[src/rtl/rr_arbiter16_if.sv]
// Request/grant bundle between the 16 clients and the round-robin arbiter.
// The owner's "done" strobe is called owner_release because "release" is a
// reserved word in SystemVerilog (force/release) and cannot be a signal name.
interface rr_arbiter16_if;
  logic [15:0] req;
  logic        owner_release;
  logic        grant_valid;
  logic [3:0]  grant_idx;
  logic [15:0] grant_onehot;
  logic        grant_new;

  // Client side: drives requests and release, observes the grant.
  modport master (
    output req, owner_release,
    input  grant_valid, grant_idx, grant_onehot, grant_new
  );

  // Arbiter side: observes requests and release, drives the grant.
  modport slave (
    input  req, owner_release,
    output grant_valid, grant_idx, grant_onehot, grant_new
  );
endinterface

[src/rtl/rr_arbiter16.sv]
// 16-client round-robin arbiter with ownership hold and optional preemption.
//
// Handshake: a client asserts req[i] and keeps it high while it wants the
// path. One edge after winning, grant_valid=1, grant_idx/grant_onehot name the
// owner and grant_new pulses for exactly that first cycle. The owner keeps the
// grant until it pulses owner_release, drops its req bit, or (HOLD_LIMIT != 0)
// has held for HOLD_LIMIT cycles while another client is waiting. Any hand-off
// re-arbitrates in the same cycle so the next owner follows with no dead cycle.
// owner_release is ignored while no grant is held.
module rr_arbiter16 #(
  parameter int HOLD_LIMIT = 8
) (
  input  logic       clk,
  input  logic       rst_n,
  rr_arbiter16_if.slave bus,
  output logic       dbg_state,
  output logic [3:0] dbg_ptr,
  output logic [7:0] dbg_hold_cnt
);

  typedef enum logic {IDLE = 1'b0, BUSY = 1'b1} state_t;

  // Preemption compares against the last permitted hold value; a limit of 0
  // disables preemption entirely, so this constant is never used then.
  localparam logic [7:0] HOLD_LAST = (HOLD_LIMIT == 0) ? 8'd0 : 8'(HOLD_LIMIT - 1);
  localparam bit         PREEMPT_EN = (HOLD_LIMIT != 0);

  state_t      state, state_nxt;
  logic [3:0]  ptr, ptr_nxt;
  logic [7:0]  hold_cnt, hold_nxt;
  logic        handoff;
  logic [3:0]  arb_ptr;
  logic        win_found;
  logic [3:0]  win_idx;
  logic [3:0]  cand;
  logic        new_grant;
  logic        other_req;
  logic        valid_nxt;
  logic [3:0]  idx_nxt;
  logic [15:0] onehot_nxt;

  // State register plus every registered output; reset clears all of it at once.
  always_ff @(posedge clk or negedge rst_n) begin
    if (!rst_n) begin
      state            <= IDLE;
      ptr              <= 4'd0;
      hold_cnt         <= 8'd0;
      bus.grant_valid  <= 1'b0;
      bus.grant_idx    <= 4'd0;
      bus.grant_onehot <= 16'd0;
      bus.grant_new    <= 1'b0;
    end else begin
      state            <= state_nxt;
      ptr              <= ptr_nxt;
      hold_cnt         <= hold_nxt;
      bus.grant_valid  <= valid_nxt;
      bus.grant_idx    <= idx_nxt;
      bus.grant_onehot <= onehot_nxt;
      bus.grant_new    <= new_grant;
    end
  end

  // Round-robin search starting at arb_ptr; first asserted request wins.
  always_comb begin
    win_found = 1'b0;
    win_idx   = 4'd0;
    cand      = 4'd0;
    for (int i = 0; i < 16; i++) begin
      cand = arb_ptr + 4'(i);
      if (!win_found && bus.req[cand]) begin
        win_found = 1'b1;
        win_idx   = cand;
      end
    end
  end

  // Next state: detect hand-off (release, owner drop, or hold-limit preemption)
  // and pick where the search starts; a hand-off puts the old owner last.
  always_comb begin
    state_nxt = state;
    handoff   = 1'b0;
    arb_ptr   = ptr;
    other_req = |(bus.req & ~bus.grant_onehot);
    case (state)
      IDLE: begin
        if (win_found) state_nxt = BUSY;
      end
      BUSY: begin
        handoff = bus.owner_release
                | ~bus.req[bus.grant_idx]
                | (PREEMPT_EN && (hold_cnt >= HOLD_LAST) && other_req);
        if (handoff) begin
          arb_ptr   = bus.grant_idx + 4'd1;
          state_nxt = win_found ? BUSY : IDLE;
        end
      end
      default: state_nxt = IDLE;
    endcase
  end

  // Next output values, registered above so nothing combinational reaches a port.
  always_comb begin
    new_grant  = win_found && ((state == IDLE) || handoff);
    valid_nxt  = (state_nxt == BUSY);
    idx_nxt    = 4'd0;
    if (new_grant)              idx_nxt = win_idx;
    else if (state_nxt == BUSY) idx_nxt = bus.grant_idx;
    onehot_nxt = valid_nxt ? (16'd1 << idx_nxt) : 16'd0;
    ptr_nxt    = handoff ? (bus.grant_idx + 4'd1) : ptr;
    hold_nxt   = hold_cnt;
    if (new_grant || (state_nxt == IDLE)) hold_nxt = 8'd0;
    else if (hold_cnt != 8'hFF)           hold_nxt = hold_cnt + 8'd1;
  end

  assign dbg_state    = state;
  assign dbg_ptr      = ptr;
  assign dbg_hold_cnt = hold_cnt;

endmodule

[src/flat_wrapper.sv]
// flat-port wrapper written by rule: the top's interface ports become plain ports
module rr_arbiter16_flat 
#(
  parameter int HOLD_LIMIT = 8
)
  (clk, rst_n, dbg_state, dbg_ptr, dbg_hold_cnt, bus_req, bus_owner_release, bus_grant_valid, bus_grant_idx, bus_grant_onehot, bus_grant_new);
  rr_arbiter16_if bus_i ();
  input  logic clk;
  input  logic rst_n;
  output logic dbg_state;
  output logic [3:0] dbg_ptr;
  output logic [7:0] dbg_hold_cnt;
  input wire logic [$bits(bus_i.req)-1:0] bus_req;
  input wire logic [$bits(bus_i.owner_release)-1:0] bus_owner_release;
  output wire logic [$bits(bus_i.grant_valid)-1:0] bus_grant_valid;
  output wire logic [$bits(bus_i.grant_idx)-1:0] bus_grant_idx;
  output wire logic [$bits(bus_i.grant_onehot)-1:0] bus_grant_onehot;
  output wire logic [$bits(bus_i.grant_new)-1:0] bus_grant_new;
  assign bus_i.req = bus_req;
  assign bus_i.owner_release = bus_owner_release;
  assign bus_grant_valid = bus_i.grant_valid;
  assign bus_grant_idx = bus_i.grant_idx;
  assign bus_grant_onehot = bus_i.grant_onehot;
  assign bus_grant_new = bus_i.grant_new;
  rr_arbiter16 #(.HOLD_LIMIT(HOLD_LIMIT)) u_core (.clk(clk), .rst_n(rst_n), .bus(bus_i), .dbg_state(dbg_state), .dbg_ptr(dbg_ptr), .dbg_hold_cnt(dbg_hold_cnt));
endmodule
[config.mk]
export PLATFORM = sky130hd
export DESIGN_NAME = rr_arbiter16_flat
export DESIGN_NICKNAME = d
export VERILOG_FILES = /design/src/rtl/rr_arbiter16_if.sv /design/src/rtl/rr_arbiter16.sv /design/src/flat_wrapper.sv
export SDC_FILE = /design/constraint.sdc
export NUM_CORES = 1
export LEC_CHECK = 0
export ABC_CLOCK_PERIOD_IN_PS = 6000
export BUFFER_PORTS_ARGS = -buffer_cell sky130_fd_sc_hd__clkbuf_2
export CAP_MARGIN = 30
export CORE_MARGIN = 4
export CORE_UTILIZATION = 55
export DETAILED_ROUTE_END_ITERATION = 12
export PLACE_DENSITY = 0.79
export SYNTH_ARGS = -nofsm -noshare
export SYNTH_HDL_FRONTEND = slang
export SYNTH_SLANG_ARGS = --single-unit
export TNS_END_PERCENT = 1
[constraint.sdc]
create_clock -name clk -period 6 [get_ports clk]
set_input_delay 1.2 -clock clk [delete_from_list [all_inputs] [get_ports clk]]
set_output_delay 1.2 -clock clk [all_outputs]
set_load 0.05 [all_outputs]
-- Yosys cells after proc, flatten, opt, wreduce, memory -nomap -nowiden
Cells that the tools add are included.
- register bits after elaboration: 34
- logic and storage cells: 163
- output and inout bits: 35
- input bits: 19
- equal/unequal tests: 1
- multiplexer cells: 77
- reductions and logical operators: 36
- bitwise logic cells: 7
- shifts and indexed selects: 1
- add/subtract/negate cells: 17
- order comparisons: 18
- operators with widths (cell ; count):
    $lt A4 B5 Y1 const B ; 17
    $mux W4 ; 20
    $bmux W1 S4 ; 17
    $mux W1 ; 36
    $add A4 B4 Y4 const B ; 8
    $logic_and A1 B1 Y1 ; 17
    $add A4 B3 Y4 const B ; 4
    $and A16 B16 Y16 ; 1
    $mux W16 ; 1
    $mux W8 ; 2
    $not A16 Y16 ; 1
    $reduce_or A16 Y1 ; 1
    $shl A1 B4 Y16 const A ; 1
    $logic_not A1 Y1 ; 15
    $add A4 B1 Y4 const B ; 2
    $add A4 B2 Y4 const B ; 2
    $add A8 B1 Y8 const B ; 1
    $ge A8 B3 Y1 const B ; 1
    $ne A8 B8 Y1 const B ; 1
    $not A1 Y1 ; 3
    $logic_or A1 B1 Y1 ; 2
    $or A1 B1 Y1 ; 2
    $pmux W1 S2 ; 1
    $reduce_bool A2 Y1 ; 1

-- Logic depth before layout (Yosys ltp)
- depth after elaboration: 62
- gate-level depth with buffers: 24

-- Worst setup path before layout
No wires, ideal clock.
- path kind: input to register
- start: in bus_req[13]
- end: reg u_core.bus.grant_onehot[10]
- stages on the path: 21
- library setup time: 119 ps
- buffers on the path: 4
- arrival time: 6451 ps
- setup slack: -570 ps
- cell sequence: inv_1 > o2111a_1 > o41a_2 > o31ai_4 > mux2_4 > inv_1 > clkbuf_1 > ha_1 > clkbuf_1 > mux4_2 > mux2_2 > mux2_2 > nor3_2 > buf_2 > nand3_2 > o221a_1 > nor2b_1 > a31oi_1 > o311ai_2 > buf_6 > and2_1
- cells in the longest elaborated chain, start to end: 62
- RTL lines (element ; line ; text):
    from (decl) ; flat_wrapper.sv:13 ; input wire logic [$bits(bus_i.req)-1:0] bus_req;
    parallel branches: the longest is 59 deep, another holds $add A4 B1 Y4 ; n/a ;
    $mux W4 (*) ; rr_arbiter16.sv:106 ; if (new_grant) idx_nxt = win_idx;
    via u_core.idx_nxt[1] ; rr_arbiter16.sv:39 ; logic [3:0] idx_nxt;
    $shl A1 B4 Y16 (*) ; rr_arbiter16.sv:108 ; onehot_nxt = valid_nxt ? (16'd1 << idx_nxt) : 16'd0;
    $mux W16 (*) ; rr_arbiter16.sv:108 ;
    via u_core.onehot_nxt[10] ; rr_arbiter16.sv:40 ; logic [15:0] onehot_nxt;
    to (signal assigned) ; rr_arbiter16.sv:58 ; bus.grant_onehot <= onehot_nxt;
    to (decl) ; rr_arbiter16_if.sv:21 ; output grant_valid, grant_idx, grant_onehot, grant_new
Mark *: on every way through the listed nets, which the timed path passes. The select of a mux whose other input is x is not followed.
A chain may end at the register's enable or synchronous reset.

-- Worst setup path in the final report
- start: in bus_req[14]
- end: reg u_core.bus.grant_onehot[9]
The elaborated chain is that of the path after synthesis.

==> results by group <==
Status
  – Status: finished clean

Worst setup path
  – R2r endpoint: u_core.bus.grant_onehot[9]
  – Register-to-Register Path Depth: 24
  – RR Startpoint: u_core.bus.grant_idx[1]
  – Critical Path Start: bus_req[14]
  – R2r setup slk: 0.23 ns
  – Required time of the critical path: 6.22 ns
  – Setup CP Type: in -> reg
  – Critical Path AT: 6.18 ns
  – CP Max Fanout: 8
  – Setup crit start kind: input pin
  – Worst Setup End Kind: flop
  – Critical Path Sink: u_core.bus.grant_onehot[9]

Logic synthesis
  – Post-Syn Nets: 527
  – Seq cells post-synth: 34
  – Cells after synthesis: 499
  – Synth cell types: 95
  – Synth warn: 0
  – Post-synth EDFFs: 0
  – Post-Syn Area: 4622 µm²
  – Main synth FF type: dfrtp_1
  – Sequential share of the synthesized area: 18.41%
  – Async SR Flop Fraction: 100.0%
  – Avg Cell Area, Syn: 9.262 µm²

Detailed routing
  – Number of remaining DRC errors: 0
  – Initial drt markers: 489
  – Post-route ant nets: 0
  – Vias per cell: 6.554
  – Vias: 5,145
  – Wire per inst: 22.01 µm
  – WL final: 17.28 mm
  – Drt pass-1 iters: 5

Place
  – Gp weighted congestion: 1.025
  – Detail Placement HPWL: 13.45 mm
  – Placed instance area: 5933 µm²
  – IO buf count: 53

Global route
  – Grt ovf: 0
  – GRT Overall Usage: 34.62%
  – Global-route wire length before repair: 26.92 mm
  – Largest net degree at the start of global routing: 35
  – Vias in the first global route: 5,154
  – Initial antenna violation count: 0

CTS
  – Htree depth: 2
  – # hold bufs at CTS: 0
  – TritonCTS buffer count: 5
  – Clock sinks: 34
  – Clock Latency Late Sink: 0.29 ns
  – CTS tree: done
  – Worst-path clk slew: 0.08 ns
  – Clock Tree Buf Depth: 2
  – Root Driver: clkbuf_8

STA
  – Final Hold Vio Count: 0
  – Setup TNS: 0 ns
  – Min cycle time layout: 5.955 ns
  – Final period utilization: 99.24%
  – Setup Skew: 0.009829 ns
  – Slew Viols, Final: 0
  – Relative slew slack: 43.66%
  – Tightest Pin Transition: 0.8452 ns
  – Highest Clock Rate: 0.1679 GHz
  – Final setup vio count: 0

Floorplanning
  – Die ar.: 9934 µm²
  – Starting Density: 56.54%
  – # rows: 33
  – Core area: 8175 µm²
  – Die span in y: 99.67 µm
  – Io pins: 54
  – Die Wd: 99.67 µm

Finish
  – Multi-input gate area: 3757 µm²
  – Final Cell Area: 6304 µm²
  – N_diodes: 0
  – Share of layout cells above drive strength 1: 45.59%
  – Filler cells: 552
  – Area Growth Syn to Fin: 36.38%
  – Total Nets Final: 707
  – Core Util, Final: 77.10%
  – FF/Latch Area: 850.8 µm²

Hold path
  – Hold Crit Depth: 2
  – Hold path start: u_core.dbg_hold_cnt[1]
  – Hold WC Path Type: reg -> reg

Job
  – Max Cap Viol: 0
state kept, by name, summed over array words and instances, names as in the netlist:
| register | count |
|---|---|
| u_core.bus.grant_idx | 4 |
| u_core.bus.grant_new | 1 |
| u_core.dbg_ptr | 4 |
| u_core.bus.grant_valid | 1 |
| u_core.dbg_hold_cnt | 8 |
| u_core.bus.grant_onehot | 16 |
synthesized netlist by cell type, types with 10 or more instances:
library cell	instances	area (µm²)
mux2_2	16	180.2
nand3_1	18	90.09
and2_1	13	81.33
a21oi_1	12	60.06
nand2b_1	16	100.1
mux2i_1	33	330.3
inv_1	20	75.07
and3_1	13	81.33
nor2b_1	22	137.6
nand4_1	10	62.56
nand2_1	31	116.4
mux4_2	19	427.9
nor2_1	40	150.1
nor3_1	10	50.05
dfrtp_1	34	850.8
area by class of cell:
class                      instances  area share [%]
clock buffer                       6           1.151
clock inverter                     2          0.2183
inverter                          23           1.489
multi-input combinational        420           59.61
sequential                        34           13.50
tap                              105           2.084
timing repair buffer             195           21.95
metrics by stage:
step	hold WS (ns)	worst slack, ns	instances
after floorplan	0.8242	0.008307	499
after global placement	0.5630	-0.1028	765
after detailed placement	0.5929	-0.1985	765
after CTS	0.6132	0.06142	773
after global routing	0.6548	-0.1605	785
final	0.6089	0.04546	785
metal layers:
layer	part of all wire (%)	vias to the layer above	GRT usage (%)
met3	8.8	73	6.171
met4	6.0	0	19.75
li1	-	2293	-
met2	47	314	55.21
met1	39	2465	44.07
met5	0	-	0
critical path: stages:
cell	delay, ns
clkbuf_2	0.11
nor2b_1	0.15
a2111oi_2	0.37
and4_1	0.28
o21ai_2	0.09
o31ai_4	0.30
mux2_4	0.38
inv_4	0.08
ha_4	0.23
buf_4	0.14
mux4_1	0.27
mux2i_1	0.20
buf_4	0.16
mux2_2	0.16
nand4_1	0.17
buf_4	0.20
nor4_4	0.19
buf_6	0.18
buf_4	0.11
nand4_1	0.11
nor4bb_2	0.20
a21oi_2	0.33
nor2b_4	0.23
a21boi_2	0.18
nor2b_1	0.15
cell families after synthesis:
kind of cell	share of synthesized area (%)
multiplexers	23.71
XOR/XNOR	3.790
AO/OA/AOI/OAI	22.50
AND/OR/NAND/NOR	24.23
adder cells (fa/ha/maj)	2.436
flip-flops	18.41
buffers and inverters	4.927
repair_timing:
item / CTS / global route
buffers inserted: 0 / 12
resized for setup: 0 / 46
setup endpoints to repair: 0 / 16
hold endpoints to repair: 0 / 0
worst min-delay path by stage:
stage	end	slack (ns)
after floorplan	u_core.dbg_hold_cnt[2]	0.82
after global placement	u_core.dbg_hold_cnt[1]	0.56
after detailed placement	u_core.dbg_ptr[1]	0.59
after CTS	u_core.dbg_hold_cnt[1]	0.61
after global routing	u_core.dbg_ptr[1]	0.65
final	u_core.dbg_hold_cnt[1]	0.61
layout by cell type (no fill, tap or decap), types with 8 or more instances in the layout:
cell,n
xnor2_1,9
nand2_1,31
mux2_2,13
dfrtp_1,34
nand4_1,10
nor2_1,39
clkbuf_2,53
and3_1,13
nor3_1,8
inv_1,19
mux2i_1,29
buf_4,135
nand2b_1,16
and2_1,11
mux4_2,20
a21oi_1,12
nor2b_1,18
nand3_1,18
Power is not shown: default switching activity piles up to over one toggle a cycle in this logic, so the estimate is an artifact.
